[src/rtl/jpeg_bitstream_packer_pkg.sv]
`default_nettype none
// ============================================================================
// Module  : jpeg_bitstream_pkg
// Brief   : Shared commands, FSM encoding and byte constants for the packer.
// Revision: 1.0
// ============================================================================
package jpeg_bitstream_pkg;

    localparam logic [1:0] CMD_CODE   = 2'd0;
    localparam logic [1:0] CMD_FLUSH  = 2'd1;
    localparam logic [1:0] CMD_MARKER = 2'd2;
    localparam logic [1:0] CMD_RSVD   = 2'd3;

    typedef enum logic [2:0] {
        ST_RUN     = 3'd0,
        ST_STUFF   = 3'd1,
        ST_FLUSH   = 3'd2,
        ST_MARK_FF = 3'd3,
        ST_MARK_LO = 3'd4
    } state_t;

    localparam logic [7:0] BYTE_FF    = 8'hFF;
    localparam logic [7:0] BYTE_STUFF = 8'h00;
    localparam logic       PAD_BIT    = 1'b1;

    // Keeps the top `cnt` bits of `top`, fills the rest with PAD_BIT.
    function automatic logic [7:0] pad_byte(input logic [7:0] top, input logic [6:0] cnt);
        logic [7:0] keep;
        keep = ~(8'hFF >> cnt);
        return (top & keep) | ({8{PAD_BIT}} & ~keep);
    endfunction

endpackage
`default_nettype wire

[src/rtl/jpeg_bitstream_packer_accumulator.sv]
`default_nettype none
// ============================================================================
// Module  : jpeg_bit_accumulator
// Brief   : Left-justified bit accumulator with byte shift-out and append.
// Revision: 1.0
// ============================================================================
module jpeg_bit_accumulator
    import jpeg_bitstream_pkg::*;
#(
    parameter int C_ACC_W   = 64,
    parameter int C_MAX_LEN = 32
) (
    input  logic                 wclk,
    input  logic                 wrst,
    input  logic                 i_shift,
    input  logic                 i_append,
    input  logic [C_MAX_LEN-1:0] i_code,
    input  logic [5:0]           i_len,
    output logic [6:0]           o_bit_cnt,
    output logic [7:0]           o_top_byte,
    output logic [7:0]           o_pad_byte
);

    logic [C_ACC_W-1:0]   r_acc;
    logic [6:0]           r_bit_cnt;

    logic [6:0]           w_cnt_after;
    logic [C_ACC_W-1:0]   w_acc_sh;
    logic [C_MAX_LEN-1:0] w_code_m;
    logic [C_ACC_W-1:0]   w_code_ext;
    logic [6:0]           w_place;
    logic [C_ACC_W-1:0]   w_acc_nx;
    logic [6:0]           w_cnt_nx;

    // A partial shift (flush pad) empties the accumulator entirely.
    assign w_cnt_after = !i_shift           ? r_bit_cnt :
                         (r_bit_cnt >= 7'd8) ? r_bit_cnt - 7'd8 : 7'd0;
    assign w_acc_sh    = i_shift ? (r_acc << 8) : r_acc;
    assign w_code_m    = i_code & ~({C_MAX_LEN{1'b1}} << i_len);
    assign w_code_ext  = {{(C_ACC_W-C_MAX_LEN){1'b0}}, w_code_m};
    assign w_place     = 7'(C_ACC_W) - w_cnt_after - {1'b0, i_len};
    assign w_acc_nx    = i_append ? (w_acc_sh | (w_code_ext << w_place)) : w_acc_sh;
    assign w_cnt_nx    = i_append ? (w_cnt_after + {1'b0, i_len}) : w_cnt_after;

    always_ff @(posedge wclk or posedge wrst) begin
        if (wrst) begin
            r_acc     <= '0;
            r_bit_cnt <= '0;
        end else begin
            r_acc     <= w_acc_nx;
            r_bit_cnt <= w_cnt_nx;
        end
    end

    assign o_bit_cnt  = r_bit_cnt;
    assign o_top_byte = r_acc[C_ACC_W-1 -: 8];
    assign o_pad_byte = pad_byte(r_acc[C_ACC_W-1 -: 8], r_bit_cnt);

endmodule
`default_nettype wire

[src/rtl/jpeg_bitstream_packer.sv]
`default_nettype none
// ============================================================================
// Module  : jpeg_bitstream_packer
// Brief   : Huffman field packer with 0xFF stuffing, 1-padding and markers.
// Revision: 1.0
// ============================================================================
module jpeg_bitstream_packer
    import jpeg_bitstream_pkg::*;
#(
    parameter int C_ACC_W   = 64,
    parameter int C_MAX_LEN = 32
) (
    input  logic                 wclk,
    input  logic                 wrst,
    input  logic                 in_valid,
    output logic                 in_ready,
    input  logic [1:0]           in_cmd,
    input  logic [C_MAX_LEN-1:0] in_code,
    input  logic [5:0]           in_len,
    output logic [7:0]           fifo_wdata,
    output logic                 fifo_wen,
    input  logic                 fifo_wfull,
    output logic                 busy,
    output logic [31:0]          byte_cnt
);

    state_t      r_state;
    state_t      r_ret;
    logic        r_mark_pend;
    logic [7:0]  r_mark_byte;
    logic [31:0] r_byte_cnt;

    logic [6:0]  w_bit_cnt;
    logic [7:0]  w_top;
    logic [7:0]  w_pad;
    logic        w_emit;
    logic [7:0]  w_wdata;
    logic        w_fire;
    logic        w_shift;
    logic        w_accept;
    logic        w_append;
    state_t      w_run_nx;
    state_t      w_done_st;

    jpeg_bit_accumulator #(
        .C_ACC_W   (C_ACC_W),
        .C_MAX_LEN (C_MAX_LEN)
    ) u_acc (
        .wclk       (wclk),
        .wrst       (wrst),
        .i_shift    (w_shift),
        .i_append   (w_append),
        .i_code     (in_code),
        .i_len      (in_len),
        .o_bit_cnt  (w_bit_cnt),
        .o_top_byte (w_top),
        .o_pad_byte (w_pad)
    );

    always_comb begin
        w_emit  = 1'b0;
        w_wdata = BYTE_STUFF;
        case (r_state)
            ST_RUN:     begin w_emit = (w_bit_cnt >= 7'd8); w_wdata = w_top;       end
            ST_FLUSH:   begin w_emit = (w_bit_cnt != 7'd0); w_wdata = w_pad;       end
            ST_STUFF:   begin w_emit = 1'b1;                w_wdata = BYTE_STUFF;  end
            ST_MARK_FF: begin w_emit = 1'b1;                w_wdata = BYTE_FF;     end
            ST_MARK_LO: begin w_emit = 1'b1;                w_wdata = r_mark_byte; end
            default:    begin w_emit = 1'b0;                w_wdata = BYTE_STUFF;  end
        endcase
    end

    assign w_fire    = w_emit & ~fifo_wfull;
    assign w_shift   = w_fire && ((r_state == ST_RUN) || (r_state == ST_FLUSH));
    assign in_ready  = (r_state == ST_RUN) && (w_bit_cnt <= 7'(C_ACC_W-C_MAX_LEN)) && !wrst;
    assign w_accept  = in_valid & in_ready;
    assign w_append  = w_accept && (in_cmd == CMD_CODE);
    assign w_run_nx  = (w_accept && ((in_cmd == CMD_FLUSH) || (in_cmd == CMD_MARKER)))
                       ? ST_FLUSH : ST_RUN;
    assign w_done_st = r_mark_pend ? ST_MARK_FF : ST_RUN;

    always_ff @(posedge wclk or posedge wrst) begin
        if (wrst) begin
            r_state     <= ST_RUN;
            r_ret       <= ST_RUN;
            r_mark_pend <= 1'b0;
            r_mark_byte <= 8'h00;
            r_byte_cnt  <= 32'd0;
        end else begin
            if (w_fire)
                r_byte_cnt <= r_byte_cnt + 32'd1;
            case (r_state)
                ST_RUN: begin
                    if (w_accept && (in_cmd == CMD_MARKER)) begin
                        r_mark_pend <= 1'b1;
                        r_mark_byte <= in_code[7:0];
                    end
                    if (w_fire && (w_wdata == BYTE_FF)) begin
                        r_state <= ST_STUFF;
                        r_ret   <= w_run_nx;
                    end else begin
                        r_state <= w_run_nx;
                    end
                end
                // Returning to an already-empty flush skips straight to the marker.
                ST_STUFF: begin
                    if (w_fire)
                        r_state <= ((r_ret == ST_FLUSH) && (w_bit_cnt == 7'd0)) ? w_done_st : r_ret;
                end
                ST_FLUSH: begin
                    if (w_bit_cnt == 7'd0) begin
                        r_state <= w_done_st;
                    end else if (w_fire) begin
                        if (w_wdata == BYTE_FF) begin
                            r_state <= ST_STUFF;
                            r_ret   <= ST_FLUSH;
                        end else if (w_bit_cnt <= 7'd8) begin
                            r_state <= w_done_st;
                        end
                    end
                end
                ST_MARK_FF: begin
                    if (w_fire)
                        r_state <= ST_MARK_LO;
                end
                ST_MARK_LO: begin
                    if (w_fire) begin
                        r_state     <= ST_RUN;
                        r_mark_pend <= 1'b0;
                    end
                end
                default: r_state <= ST_RUN;
            endcase
        end
    end

    assign fifo_wen   = w_fire;
    assign fifo_wdata = w_wdata;
    assign busy       = (r_state != ST_RUN) || (w_bit_cnt != 7'd0);
    assign byte_cnt   = r_byte_cnt;

endmodule
`default_nettype wire

[config.mk]
export PLATFORM = sky130hd
export DESIGN_NAME = jpeg_bitstream_packer
export DESIGN_NICKNAME = d
export VERILOG_FILES = /design/src/rtl/jpeg_bitstream_packer_pkg.sv /design/src/rtl/jpeg_bitstream_packer_accumulator.sv /design/src/rtl/jpeg_bitstream_packer.sv
export SDC_FILE = /design/constraint.sdc
export NUM_CORES = 1
export LEC_CHECK = 0
export ABC_AREA = 1
export CORE_MARGIN = 5
export CORE_UTILIZATION = 50
export CTS_CLUSTER_SIZE = 30
export DETAILED_ROUTE_END_ITERATION = 12
export HOLD_SLACK_MARGIN = 0.12
export MAX_ROUTING_LAYER = met4
export PLACE_DENSITY = 0.83
export SLEW_MARGIN = 20
export SYNTH_ARGS = -nofsm -noshare
export SYNTH_HDL_FRONTEND = slang
export SYNTH_SLANG_ARGS = --single-unit
[constraint.sdc]
create_clock -name wclk -period 7.78 [get_ports wclk]
set_input_delay 1.556 -clock wclk [delete_from_list [all_inputs] [get_ports wclk]]
set_output_delay 1.556 -clock wclk [all_outputs]
set_load 0.1 [all_outputs]
==> impl_metrics.tcl, run 1 <==
set metrics [dict create \
    track_usage 0.265 \
    synth_area_per_cell_um2 6.51 \
    synth_top_family_by_area "simple AND/OR/NAND/NOR gates" \
    numCtsBuffers 17 \
    drtIter0Drc 942 \
    skew_ns 0.0120 \
    grt_max_degree 71 \
    ys_async_sr_fraction 1.00 \
    critPathMaxFanout 37 \
    start_util 0.503 \
    ant_nets 0 \
    cts_tree "built" \
    drt_pass1_iterations 9 \
    worstMarginPinSlew_ns 1.10 \
    cts_resized 0 \
    io_pins 87 \
    die_y_um 147 \
    viasPerCell 5.75 \
    drv_slew 0 \
    fillCellCount 1743 \
    worst_slew_margin_rel 0.267 \
    worstPathRequired_ns 8.09 \
    yosys.cell_count.top_type "nand2_1" \
    die_area_um2 21500 \
    worst-setup-path-type "in2reg" \
    synth_common_cells "nand2_1, nand3_1, dfrtp_1, o21ai_0, inv_1" \
    synth_edf_count 0 \
    netlist-cell-type-count 43 \
    regArea_um2 2900 \
    area_delta_synth_final_pct 16.5 \
    period_minus_slack_ns 5.66 \
    rsz0062_at_grt "no" \
    synth_top_area_frac 0.310 \
    port_buffers 86 \
    clk_pin_slew_ns 0.07 \
    via_count 9949 \
    drive_gt1_frac 0.0548 \
    n_antenna_cell 0 \
    finalSetupViolations 0 \
    dp_hpwl_mm 20.1 \
    synth_seq_cells 116 \
    endpoint_kind "register" \
    crit_arrival_ns 5.97 \
    start_kind "primary input" \
    cts.sinks 116 \
    synth_fa_ha_area_frac 0.0332 \
    post_cts_buffers 0 \
    synthSimpleGateAreaFrac 0.395 \
    clkLatencyLatePin_ns 0.43 \
    core_region_area_um2 18600 \
    cts.htree.levels 4 \
    synth_compound_area_frac 0.103 \
    synth_seq_area_share 0.310 \
    grt_pass1_wl_mm 45.7 \
    cts_hold_buf 0 \
    routed_wl_mm 27.6 \
    wl_per_cell_um 16.0 \
    synth-warning-count 0 \
    drcViolationCount 0 \
    clockBufferDepth 2 \
    status "finished clean" \
    synthCells 1436 \
    worst-r2r-setup-slack_ns 2.65 \
    synth_top_cell_by_area "dfrtp_1" \
    fin_setup_tns_ns 0 \
    synthesis.nets 1503 \
    overflow 0 \
    finalCritPeriodShare 0.727 \
    drv_cap 0 \
    yosys-top-cells-area "dfrtp_1, nand2_1, nand3_1, o21ai_0, mux2i_1" \
    muxShareOfSynthArea 0.0508 \
    multiInputGateArea_um2 5770 \
    synth_area_um2 9350 \
    grt_pass1_vias 9286 \
    dp.cells 1697 \
    synth_flop_cell "dfrtp_1" \
    instances_no_fill 1729 \
    nets 1549 \
    synth-xor-area-share 0.0318 \
    finalHoldViolCount 0 \
    hp-class "reg2reg" \
    die_w_um 147 \
    num_rows 50 \
    antenna_found_initial 0 \
    fmax_mhz 177 \
    cts_root_buf "clkbuf_16" \
    gp_congestion 1.10 \
]
[worst max-delay path: stages]
cell	delay (ns)
clkdlybuf4s50_1	0.40
inv_1	0.21
nand4_2	0.18
nand2_1	0.11
inv_1	0.07
ha_1	0.29
inv_1	0.05
ha_1	0.22
fa_1	0.53
buf_4	0.34
clkinv_1	0.80
o211ai_1	0.49
nand2_1	0.12
nand2_1	0.07
nand2_1	0.07
nand3_1	0.11
nand3_1	0.11
nand3_1	0.17
nand2_1	0.06
[sequential cells by signal, summed over array words and instances (netlist names)]
register         flops
r_ret                1
u_acc.o_bit_cnt      7
r_state              3
byte_cnt            32
u_acc.r_acc         64
r_mark_byte          8
r_mark_pend          1
[area by class of cell]
cell class	count	area share
well taps	234	0.0269
flip-flops and latches	116	0.266
inverters	105	0.0364
repair buffers	96	0.0859
clock buffers	17	0.0391
multi-input cells	1146	0.530
clock inverters	15	0.0156
[layout by cell type, fill, tap and decap left out, types with 5 or more instances in the layout]
cell	synthesis	layout
xor2_1	19	19
a21oi_1	37	37
nor2_2	5	5
xnor2_1	15	14
nor2_1	70	70
mux2i_1	43	43
o21ai_0	104	104
o211ai_1	16	16
clkbuf_16	0	17
o21ai_1	5	5
nor4_1	6	6
nor3_1	6	6
nand3_1	213	212
buf_4	4	10
clkdlybuf4s50_1	0	86
nand3b_1	5	5
nand2_2	2	5
nand2_1	533	530
ha_1	20	20
nand4_1	11	11
inv_1	94	93
dfrtp_1	116	116
inv_2	8	8
[stage by stage]
stage | hold slack, ns | area, µm² | utilization | setup slack [ns]
after floorplan | 0.449 | 9350 | - | 2.37
after global placement | 0.463 | 10300 | 0.554 | 1.80
after CTS | 0.482 | 10900 | 0.586 | 2.17
after detailed placement | 0.466 | 10300 | 0.554 | 1.75
final | 0.481 | 10900 | 0.586 | 2.12
after global routing | 0.515 | 10900 | 0.586 | 1.65
[logic make-up after synthesis]
family	Yosys count
and+or+nand+nor	865
AOI/OAI and AO/OA	177
buffers and inverters	174
DFF	116
muxes	47
xor gates and xnor gates	34
adders and majority gates	23
[routing by layer]
| metal | global-route usage | part of all wire | vias to the layer above |
|---|---|---|---|
| met5 | - | 0 | - |
| met1 | 0.339 | 0.43 | 4595 |
| met3 | 0.0413 | 0.065 | 106 |
| met2 | 0.421 | 0.47 | 420 |
| met4 | 0.111 | 0.041 | 0 |
| li1 | - | - | 4828 |
[path summary, 6_finish.rpt]
path                           startpoint              end  depth (start not counted)
max in group asynchronous            wrst  u_acc.r_acc[25]                          3
setup reg to reg               r_state[2]  u_acc.r_acc[62]                         22
setup / recovery               fifo_wfull  u_acc.r_acc[62]                         19
hold reg to reg            u_acc.r_acc[3]   u_acc.r_acc[3]                          2
hold / removal             u_acc.r_acc[3]   u_acc.r_acc[3]                          2
min in group asynchronous            wrst   r_mark_byte[7]                          2
Power of run 1 is not shown: default switching activity piles up to over one toggle a cycle in this logic, so the estimate is an artifact.
==> run 2, diff against run 1 <==
- PLACE_DENSITY: 0.83 -> 0.86
- clock period: 7.78 -> 5 ns (I/O delays scaled with it)
==> run 2 against run 1 <==
  * Clock skew down 0.0015 ns
  * Routed wire length up 1.9%
  * Setup slack worse by 1.3 ns
  * Largest cell class unchanged
==> impl_metrics.tcl, run 2 (synthesis results as in run 1) <==
set metrics [dict create \
    core_region_area_um2 18600 \
    crit_slowest_cell "fa_1" \
    gp_congestion 1.03 \
    largest_reg_flops 64 \
    io_pins 87 \
    die_y_um 147 \
    hp-class "reg2reg" \
    clockBufferDepth 2 \
    antenna_found_initial 1 \
    drcViolationCount 0 \
    skew_ns 0.0105 \
    dp_hpwl_mm 21.1 \
    worstPathRequired_ns 5.36 \
    post_cts_buffers 0 \
    cts_resized 0 \
    viasPerCell 5.68 \
    grt_pass1_wl_mm 46.6 \
    die_area_um2 21500 \
    worstMarginPinSlew_ns 0.997 \
    clk_pin_slew_ns 0.06 \
    area_delta_synth_final_pct 17.6 \
    die_w_um 147 \
    status "finished clean" \
    finalSetupViolations 0 \
    finalHoldViolCount 0 \
    port_buffers 86 \
    final_cell_mix "nand2_1, nand3_1, dfrtp_1" \
    numCtsBuffers 17 \
    cts_tree "built" \
    wl_per_cell_um 16.1 \
    grt_pass1_vias 9445 \
    path_cells "inv_2 -> nand2_2 -> nor2_2 -> nand2_1 -> nand3_4 -> nand4_2 -> nand2_1 -> inv_1 -> ha_1 -> inv_1 -> ha_1 -> fa_1 -> buf_4 -> nand3_1 -> o21ai_0 -> nand2_1 -> nand2_1 -> nand3_1 -> a21oi_1 -> nand2_1 -> nand2_1" \
    nets 1566 \
    cts.sinks 116 \
    largest_register "u_acc.r_acc" \
    start_util 0.503 \
    drt_pass1_iterations 6 \
    hold_slack_ns 0.480 \
    fin_util 0.592 \
    period_minus_slack_ns 4.21 \
    finalCritPeriodShare 0.842 \
    cts.htree.levels 4 \
    overflow 0 \
    cts_hold_buf 0 \
    cts_root_buf "clkbuf_16" \
    routed_wl_mm 28.2 \
    track_usage 0.270 \
    critical_path.most_common_cell "nand2_1" \
    final_common_cell "nand2_1" \
    drv_slew 0 \
    drive_gt1_frac 0.0648 \
    cp_slowest_stage_delay_ns 0.57 \
    clkLatencyLatePin_ns 0.42 \
    drtIter0Drc 877 \
    crit_arrival_ns 4.57 \
    rsz0062_at_grt "no" \
    endpoint_kind "register" \
    worst-setup-path-type "reg2reg" \
    critPathMaxFanout 36 \
    drv_cap 0 \
    via_count 9922 \
    worst_slew_margin_rel 0.334 \
    num_rows 50 \
    grt_max_degree 74 \
    fmax_mhz 238 \
    ant_nets 0 \
    start_kind "register" \
    fin_setup_tns_ns 0 \
]
run 2: layer usage:
| metal | global-route usage | vias to the layer above | part of all wire |
|---|---|---|---|
| met3 | 0.0515 | 69 | 0.075 |
| met5 | - | - | 0 |
| met4 | 0.0997 | 0 | 0.027 |
| li1 | - | 4853 | - |
| met1 | 0.331 | 4552 | 0.41 |
| met2 | 0.444 | 448 | 0.49 |
run 2: critical path: cells and delay by family (launching register included):
kind,cells,cell delay (ns)
buffers and inverters,4,0.61
AOI/OAI and AO/OA,2,0.41
adders and majority gates,3,1.07
DFF,1,0.43
and+or+nand+nor,12,1.60
run 2: final timing paths:
path	start	to	slack, ns	cells after the start
min reg2reg	u_acc.r_acc[6]	u_acc.r_acc[6]	0.48	2
min in group asynchronous	wrst	r_state[2]	1.13	2
max	r_state[1]	u_acc.r_acc[21]	0.79	21
max in group asynchronous	wrst	u_acc.r_acc[11]	2.96	3
min	u_acc.r_acc[6]	u_acc.r_acc[6]	0.48	2
max reg2reg	r_state[1]	u_acc.r_acc[21]	0.79	21
run 2: area by class of cell:
class,count,area [µm²]
flip-flops and latches,116,2900
fillers,1752,7580
repair buffers,113,1070
inverters,105,397
multi-input cells,1146,5760
clock buffers,17,425
diodes,1,2.50
well taps,234,293
clock inverters,15,149
run 2: per-stage QoR:
step	cells	area, µm²	worst slack [ns]
after floorplan	1436	9350	0.507
after global placement	1714	10400	0.533
after detailed placement	1714	10400	0.480
after CTS	1746	11000	0.880
after global routing	1747	11000	0.416
final	1747	11000	0.791
Power of run 2 is left out for the same reason.
